File: config.mk
export PLATFORM = sky130hd
export DESIGN_NAME = systolic_bram_responder
export DESIGN_NICKNAME = d
export VERILOG_FILES = /design/src/rtl/systolic_mem_pkg.sv /design/src/rtl/systolic_bram_responder_bram_core.sv /design/src/rtl/systolic_bram_responder.sv
export SDC_FILE = /design/constraint.sdc
export NUM_CORES = 1
export LEC_CHECK = 0
export BUFFER_PORTS_ARGS = -buffer_cell sky130_fd_sc_hd__buf_2
export CORE_MARGIN = 3
export CORE_UTILIZATION = 51
export CTS_CLUSTER_SIZE = 16
export DETAILED_ROUTE_END_ITERATION = 16
export HOLD_SLACK_MARGIN = 0.15
export PLACE_DENSITY = 0.84
export SETUP_SLACK_MARGIN = 0.3
export SLEW_MARGIN = 25
export SYNTH_ARGS = -nofsm -noshare
export SYNTH_HDL_FRONTEND = slang
export SYNTH_SLANG_ARGS = --single-unit
File: constraint.sdc
create_clock -name clk -period 4.4 [get_ports clk]
set_clock_uncertainty 0.2 [all_clocks]
set_input_delay 0.44 -clock clk [delete_from_list [all_inputs] [get_ports clk]]
set_output_delay 0.44 -clock clk [all_outputs]
set_load 0.1 [all_outputs]
File: src/rtl/systolic_mem_pkg.sv
// ============================================================================
// Module  : systolic_mem_pkg
// Brief   : Shared types and helpers for the systolic-array BRAM responder.
// Revision: 1.0 - initial release
// ============================================================================
`default_nettype none

package systolic_mem_pkg;

    // Default word geometry: ROWS lanes of WORD_SIZE bits each.
    localparam int c_ROWS      = 4;
    localparam int c_WORD_SIZE = 16;
    localparam int c_WORD_W    = c_ROWS * c_WORD_SIZE;

    // Widest word the parity helper accepts; narrower words are zero-extended,
    // which does not change their parity.
    localparam int c_PAR_MAX_W = 1024;

    // Host-side request FSM.
    typedef enum logic [0:0] {
        IDLE = 1'b0,
        RESP = 1'b1
    } host_state_t;

    // Even parity: returns the bit that makes the total count of ones even.
    function automatic logic parity_of(input logic [c_PAR_MAX_W-1:0] word);
        return ^word;
    endfunction

endpackage : systolic_mem_pkg

`default_nettype wire

File: src/rtl/systolic_bram_responder_bram_core.sv
// ============================================================================
// Module  : bram_core
// Brief   : Word storage with a read-first registered array port (A) and a
//           combinational-read host port (B). Optional per-word parity bit
//           when PARITY_EN is defined.
// Revision: 1.0 - initial release
// ============================================================================
`default_nettype none

module bram_core
    import systolic_mem_pkg::*;
#(
    parameter int ROWS       = c_ROWS,
    parameter int WORD_SIZE  = c_WORD_SIZE,
    parameter int ADDR_WIDTH = 2
) (
    input  logic                      clk,
    input  logic                      rst_n,
    input  logic                      i_a_en,
    input  logic                      i_a_rst,
    input  logic                      i_a_we,
    input  logic [ADDR_WIDTH-1:0]     i_a_addr,
    input  logic [ROWS*WORD_SIZE-1:0] i_a_din,
    output logic [ROWS*WORD_SIZE-1:0] o_a_dout,
    input  logic                      i_b_we,
    input  logic [ADDR_WIDTH-1:0]     i_b_addr,
    input  logic [ROWS*WORD_SIZE-1:0] i_b_wdata,
    output logic [ROWS*WORD_SIZE-1:0] o_b_rdata
`ifdef PARITY_EN
    ,
    input  logic                      i_inject_par,
    output logic                      o_a_perr,
    output logic                      o_b_perr
`endif
);

    localparam int c_W     = ROWS * WORD_SIZE;
    localparam int c_DEPTH = 2 ** ADDR_WIDTH;

    logic [c_W-1:0]        r_mem [c_DEPTH];
    logic                  w_a_wr;
    logic                  w_wr_en;
    logic [ADDR_WIDTH-1:0] w_wr_addr;
    logic [c_W-1:0]        w_wr_data;

    // The two ports never write together: the host only gets the memory while
    // the array port is disabled, so one physical write path suffices.
    always_comb begin
        w_a_wr    = i_a_en & i_a_we;
        w_wr_en   = w_a_wr | i_b_we;
        w_wr_addr = w_a_wr ? i_a_addr : i_b_addr;
        w_wr_data = w_a_wr ? i_a_din  : i_b_wdata;
    end

    // Storage write; contents are deliberately not reset.
    always_ff @(posedge clk) begin
        if (w_wr_en) begin
            r_mem[w_wr_addr] <= w_wr_data;
        end
    end

    // Array read port: registered, read-first, array-side clear wins over read.
    always_ff @(posedge clk or negedge rst_n) begin
        if (!rst_n) begin
            o_a_dout <= '0;
        end else if (i_a_en) begin
            o_a_dout <= i_a_rst ? '0 : r_mem[i_a_addr];
        end
    end

    assign o_b_rdata = r_mem[i_b_addr];

`ifdef PARITY_EN
    logic r_par [c_DEPTH];

    // Stored parity bit, optionally inverted to provoke errors on purpose.
    always_ff @(posedge clk) begin
        if (w_wr_en) begin
            r_par[w_wr_addr] <= parity_of(c_PAR_MAX_W'(w_wr_data)) ^ i_inject_par;
        end
    end

    // Array-side parity error, pulsed alongside the word it belongs to.
    always_ff @(posedge clk or negedge rst_n) begin
        if (!rst_n) begin
            o_a_perr <= 1'b0;
        end else begin
            o_a_perr <= i_a_en & ~i_a_rst &
                        (parity_of(c_PAR_MAX_W'(r_mem[i_a_addr])) != r_par[i_a_addr]);
        end
    end

    assign o_b_perr = parity_of(c_PAR_MAX_W'(r_mem[i_b_addr])) != r_par[i_b_addr];
`endif

endmodule : bram_core

`default_nettype wire

File: src/rtl/systolic_bram_responder.sv
// ============================================================================
// Module  : systolic_bram_responder
// Brief   : Memory-side responder for one systolic-array BRAM port. Serves the
//           array's we/addr/din/dout port (1-cycle read latency) and, while the
//           array does not own the memory, a host valid/ready preload/readback
//           port. Optional macro PARITY_EN adds per-word even parity with
//           inject_par / parity_err ports.
// Revision: 1.0 - initial release
// ============================================================================
`default_nettype none

module systolic_bram_responder
    import systolic_mem_pkg::*;
#(
    parameter int ROWS       = c_ROWS,
    parameter int WORD_SIZE  = c_WORD_SIZE,
    parameter int ADDR_WIDTH = 2
) (
    input  logic                      clk,
    input  logic                      resetn,
    input  logic                      bram_rst,
    input  logic                      array_active,
    input  logic                      bram_we,
    input  logic [ADDR_WIDTH-1:0]     bram_addr,
    input  logic [ROWS*WORD_SIZE-1:0] bram_din,
    output logic [ROWS*WORD_SIZE-1:0] bram_dout,
    input  logic                      host_valid,
    output logic                      host_ready,
    input  logic                      host_wr,
    input  logic [ADDR_WIDTH-1:0]     host_addr,
    input  logic [ROWS*WORD_SIZE-1:0] host_wdata,
    output logic                      host_rvalid,
    output logic [ROWS*WORD_SIZE-1:0] host_rdata,
    input  logic                      host_rready,
    output logic [ADDR_WIDTH:0]       wr_count
`ifdef PARITY_EN
    ,
    input  logic                      inject_par,
    output logic                      parity_err
`endif
);

    localparam int               c_W       = ROWS * WORD_SIZE;
    localparam logic [ADDR_WIDTH:0] c_CNT_MAX = {1'b1, {ADDR_WIDTH{1'b0}}};

    host_state_t    r_state;
    host_state_t    w_state_next;
    logic           w_accept;
    logic           w_host_wr_acc;
    logic           w_host_rd_acc;
    logic [c_W-1:0] w_b_rdata;

    assign host_ready    = ~array_active & (r_state == IDLE);
    assign w_accept      = host_valid & host_ready;
    assign w_host_wr_acc = w_accept & host_wr;
    assign w_host_rd_acc = w_accept & ~host_wr;
    // The response is valid exactly while the FSM waits in RESP.
    assign host_rvalid   = (r_state == RESP);

`ifdef PARITY_EN
    logic w_a_perr;
    logic w_b_perr;
    logic r_h_perr;
`endif

    bram_core #(
        .ROWS       (ROWS),
        .WORD_SIZE  (WORD_SIZE),
        .ADDR_WIDTH (ADDR_WIDTH)
    ) u_core (
        .clk          (clk),
        .rst_n        (resetn),
        .i_a_en       (array_active),
        .i_a_rst      (bram_rst),
        .i_a_we       (bram_we),
        .i_a_addr     (bram_addr),
        .i_a_din      (bram_din),
        .o_a_dout     (bram_dout),
        .i_b_we       (w_host_wr_acc),
        .i_b_addr     (host_addr),
        .i_b_wdata    (host_wdata),
        .o_b_rdata    (w_b_rdata)
`ifdef PARITY_EN
        ,
        .i_inject_par (inject_par),
        .o_a_perr     (w_a_perr),
        .o_b_perr     (w_b_perr)
`endif
    );

    // Host FSM state register.
    always_ff @(posedge clk or negedge resetn) begin
        if (!resetn) begin
            r_state <= IDLE;
        end else begin
            r_state <= w_state_next;
        end
    end

    // Host FSM next state: reads park in RESP until the host takes the data.
    always_comb begin
        w_state_next = r_state;
        case (r_state)
            IDLE:    if (w_host_rd_acc) w_state_next = RESP;
            RESP:    if (host_rready)   w_state_next = IDLE;
            default: w_state_next = IDLE;
        endcase
    end

    // Read response data, captured on acceptance and held through the stall.
    always_ff @(posedge clk or negedge resetn) begin
        if (!resetn) begin
            host_rdata <= '0;
        end else if (w_host_rd_acc) begin
            host_rdata <= w_b_rdata;
        end
    end

    // Saturating count of accepted host writes.
    always_ff @(posedge clk or negedge resetn) begin
        if (!resetn) begin
            wr_count <= '0;
        end else if (w_host_wr_acc && (wr_count != c_CNT_MAX)) begin
            wr_count <= wr_count + 1'b1;
        end
    end

`ifdef PARITY_EN
    // Host-side parity error, pulsed on the first cycle of host_rvalid.
    always_ff @(posedge clk or negedge resetn) begin
        if (!resetn) begin
            r_h_perr <= 1'b0;
        end else begin
            r_h_perr <= w_host_rd_acc & w_b_perr;
        end
    end

    assign parity_err = w_a_perr | r_h_perr;
`endif

endmodule : systolic_bram_responder

`default_nettype wire

==> out/qor.csv <==
stage;metric;value;unit
outcome;status;complete, no violations;
place;dpl.cell_count;1586;
die;fp.dieW;187;µm
setup_path;worstSetupStartpointType;primary input;
clocking;root_buffer;clkbuf_16;
setup_path;cp_cell_sequence;buf_2 > nand2_4 > buf_4 > mux2_2 > dlygate4sd3_1;
power_and_ir_drop;p_int;7.06;mW
clocking;postCtsSetupBuffers;0;
setup_path;path_max_fanout;55;
final_layout;nets;1465;
clocking;cts_tree;yes;
yosys;synth_top_area_frac;0.460;
yosys;synth_cells;921;
power_and_ir_drop;ir_worst_vdd;0.369;mV
grt;grt_pass1_vias;11000;
sta;setup_ws;1.55;ns
sta;rsz0062_at_grt;false;
yosys;ys_top_cells_by_area;edfxtp_1 (46%), dfrtp_1 (20%), mux4_2 (17%), mux2_2 (7.2%), mux2_4 (2.0%);
detailed_routing;antenna_left;0;
yosys;ys_types;25;
die;die_y;187;µm
grt;grt.total_usage;0.228;
yosys;synth_top_area_cell;edfxtp_1;
grt;antenna_found_initial;0;
clocking;cts.clk_slew.worst_paths;0.06;ns
place;hpwl;23.4;mm
sta;setup_viol;0;
sta;max_freq;351;MHz
power_and_ir_drop;p_switching;3.68;mW
yosys;synth_ff_type;edfxtp_1;
final_layout;n_antenna_cell;0;
die;ios;273;
sta;tightestPinTransition;0.919;ns
die;coreArea;32000;µm²
final_layout;n_fill_cell;2079;
final_layout;final_area;21300;µm²
clocking;clock_path_buffers;3;
clocking;numCtsBuffers;40;
final_layout;final_cell_mix;buf_2 (267), edfxtp_1 (256), dfrtp_1 (132);
power_and_ir_drop;power_frac_comb;0.263;
yosys;syn_avg_cell_area;18.2;µm²
setup_path;worstSetupPathType;primary input to flop;
detailed_routing;drc;0;
yosys;ys_warn_count;0;
setup_path;worstSetupEndpointType;flop;
grt;grt_max_degree;100;
die;start_util;0.523;
run;drv_cap;0;
yosys;yosysSeqAreaShare;0.657;
place;placed_area;18600;µm²
grt;gr-total-overflow;0;
yosys;synthArstFlopShare;0.340;
setup_path;rrSetupSlack;1.85;ns
setup_path;crit_family;buffers and inverters;
clocking;clk_latency;0.52;ns
power_and_ir_drop;power.leakage;8.28;nW
power_and_ir_drop;pwr_density_cell;505;nW/µm²
setup_path;crit_required;4.45;ns
detailed_routing;wl;40.2;mm
final_layout;drive_gt1_frac;0.452;
place;portBuffers;272;
hold_path;hp-class;primary input to flop;
final_layout;syn2layout_area_growth;27.2;%
power_and_ir_drop;total_power;10.7;mW
sta;slew_violations;0;
yosys;syn_nets;1063;
yosys;synth_edf_count;256;
clocking;cts_htree_levels;2;
setup_path;cp_num_buf_inv;3;
detailed_routing;dr_total_vias;9966;
sta;min_period_over_period;0.648;
place;gp_congestion;0.753;
yosys;ys_seq_elements;388;
setup_path;crit_slowest_cell;buf_4;
detailed_routing;drt_iter0_drc;846;
die;dieArea;35000;µm²
sta;fin_crit;2.85;ns
detailed_routing;vias_per_cell;5.57;
detailed_routing;first_pass_iters;5;
final_layout;mostFrequentLayoutCell;buf_2;
sta;slew_headroom;0.387;
power_and_ir_drop;clockPowerShare;0.327;
final_layout;instances_no_fill;1788;
yosys;syn_area;16700;µm²
setup_path;arrival;2.90;ns
power_and_ir_drop;p_sw_frac;0.343;
grt;grt_pass1_wl;61.8;mm
setup_path;slowest_delay;0.70;ns
place;dp_slack;1.41;ns
die;rows;65;
detailed_routing;wire_per_inst;22.5;µm
power_and_ir_drop;seqPwrFrac;0.410;
sta;hold_violations;0;
clocking;clkSinkCount;388;
per-layer routing:
metal  share of wire  wire, µm  up-vias  GRT usage
li1                -         -     4369          -
met1            0.38     15100     5085      0.284
met2            0.52     20800      418      0.403
met3           0.067      2690       94     0.0367
met4           0.038      1530        0     0.0913
met5               0         0        -          0
layout make-up:
type / instances / area [µm²] / area share
clock buffers: 55 / 1140 / 0.0536
inverters: 70 / 263 / 0.0123
well taps: 435 / 544 / 0.0256
clock inverters: 17 / 236 / 0.0111
flip-flops and latches: 388 / 11000 / 0.516
multi-input cells: 405 / 5230 / 0.246
repair buffers: 418 / 2880 / 0.135
timing repair:
item / in CTS / in global routing
setup endpoints to repair: 0 / 0
resized for setup: 0 / 0
hold buffers: 130 / 0
hold endpoints to repair: 355 / 0
Yosys cell counts, types with 5 or more instances:
library cell / count
edfxtp_1: 256
dfrtp_1: 132
mux4_2: 128
mux2_2: 107
inv_1: 70
nand2_1: 68
o21ai_0: 64
buf_2: 23
mux2_4: 22
clkbuf_1: 18
buf_1: 6
buf_4: 5
flip-flops by register name, summed over array words and instances, names as in the netlist:
name	cells
u_core.o_a_dout	64
host_rdata	64
u_core.r_mem	256
host_rvalid	1
wr_count	3
worst min-delay path, cell delays in order:
cell and delay, ns:
buf_2 0.12, nor2b_4 0.16, nand2_1 0.09, o21ai_0 0.07
power by group through the flow:
stage	combinational [mW]	sequential (mW)	clock, mW
final	2.83	4.40	3.52
after global routing	2.93	4.43	3.72
after CTS	2.84	4.40	3.57
after detailed placement	2.72	4.47	0
after global placement	2.68	4.45	0
after floorplan	0.607	6.03	0
kinds of logic after synthesis:
kind of cell | after synthesis | synth area share
AOI/OAI and AO/OA | 71 | 0.0224
xor gates and xnor gates | 1 | 0.000524
adders and majority gates | 2 | 0.00150
buffers and inverters | 128 | 0.0363
DFF | 388 | 0.657
muxes | 257 | 0.264
and+or+nand+nor | 74 | 0.0182
final timing paths:
path / startpoint / to / cells past startpoint
worst max-delay path: array_active / u_core.r_mem[0][1] / 5
worst min-delay path: bram_rst / u_core.o_a_dout[49] / 4
worst max register to register: host_rvalid / u_core.r_mem[2][18] / 4
worst min register to register: host_rdata[47] / host_rdata[47] / 1
max in group asynchronous: resetn / u_core.o_a_dout[52] / 3
min in group asynchronous: resetn / u_core.o_a_dout[17] / 2
metrics by stage:
step           setup TNS, ns  hold slack, ns   util
6_report                   0           0.218  0.666
5_1_grt                    0           0.231  0.666
4_1_cts                    0           0.201  0.666
3_5_place_dp               0           0.291  0.582
3_3_place_gp               0           0.287  0.582
2_1_floorplan          -6.62         -0.0556      -
Note: power is estimated with default switching activity, not from simulation.
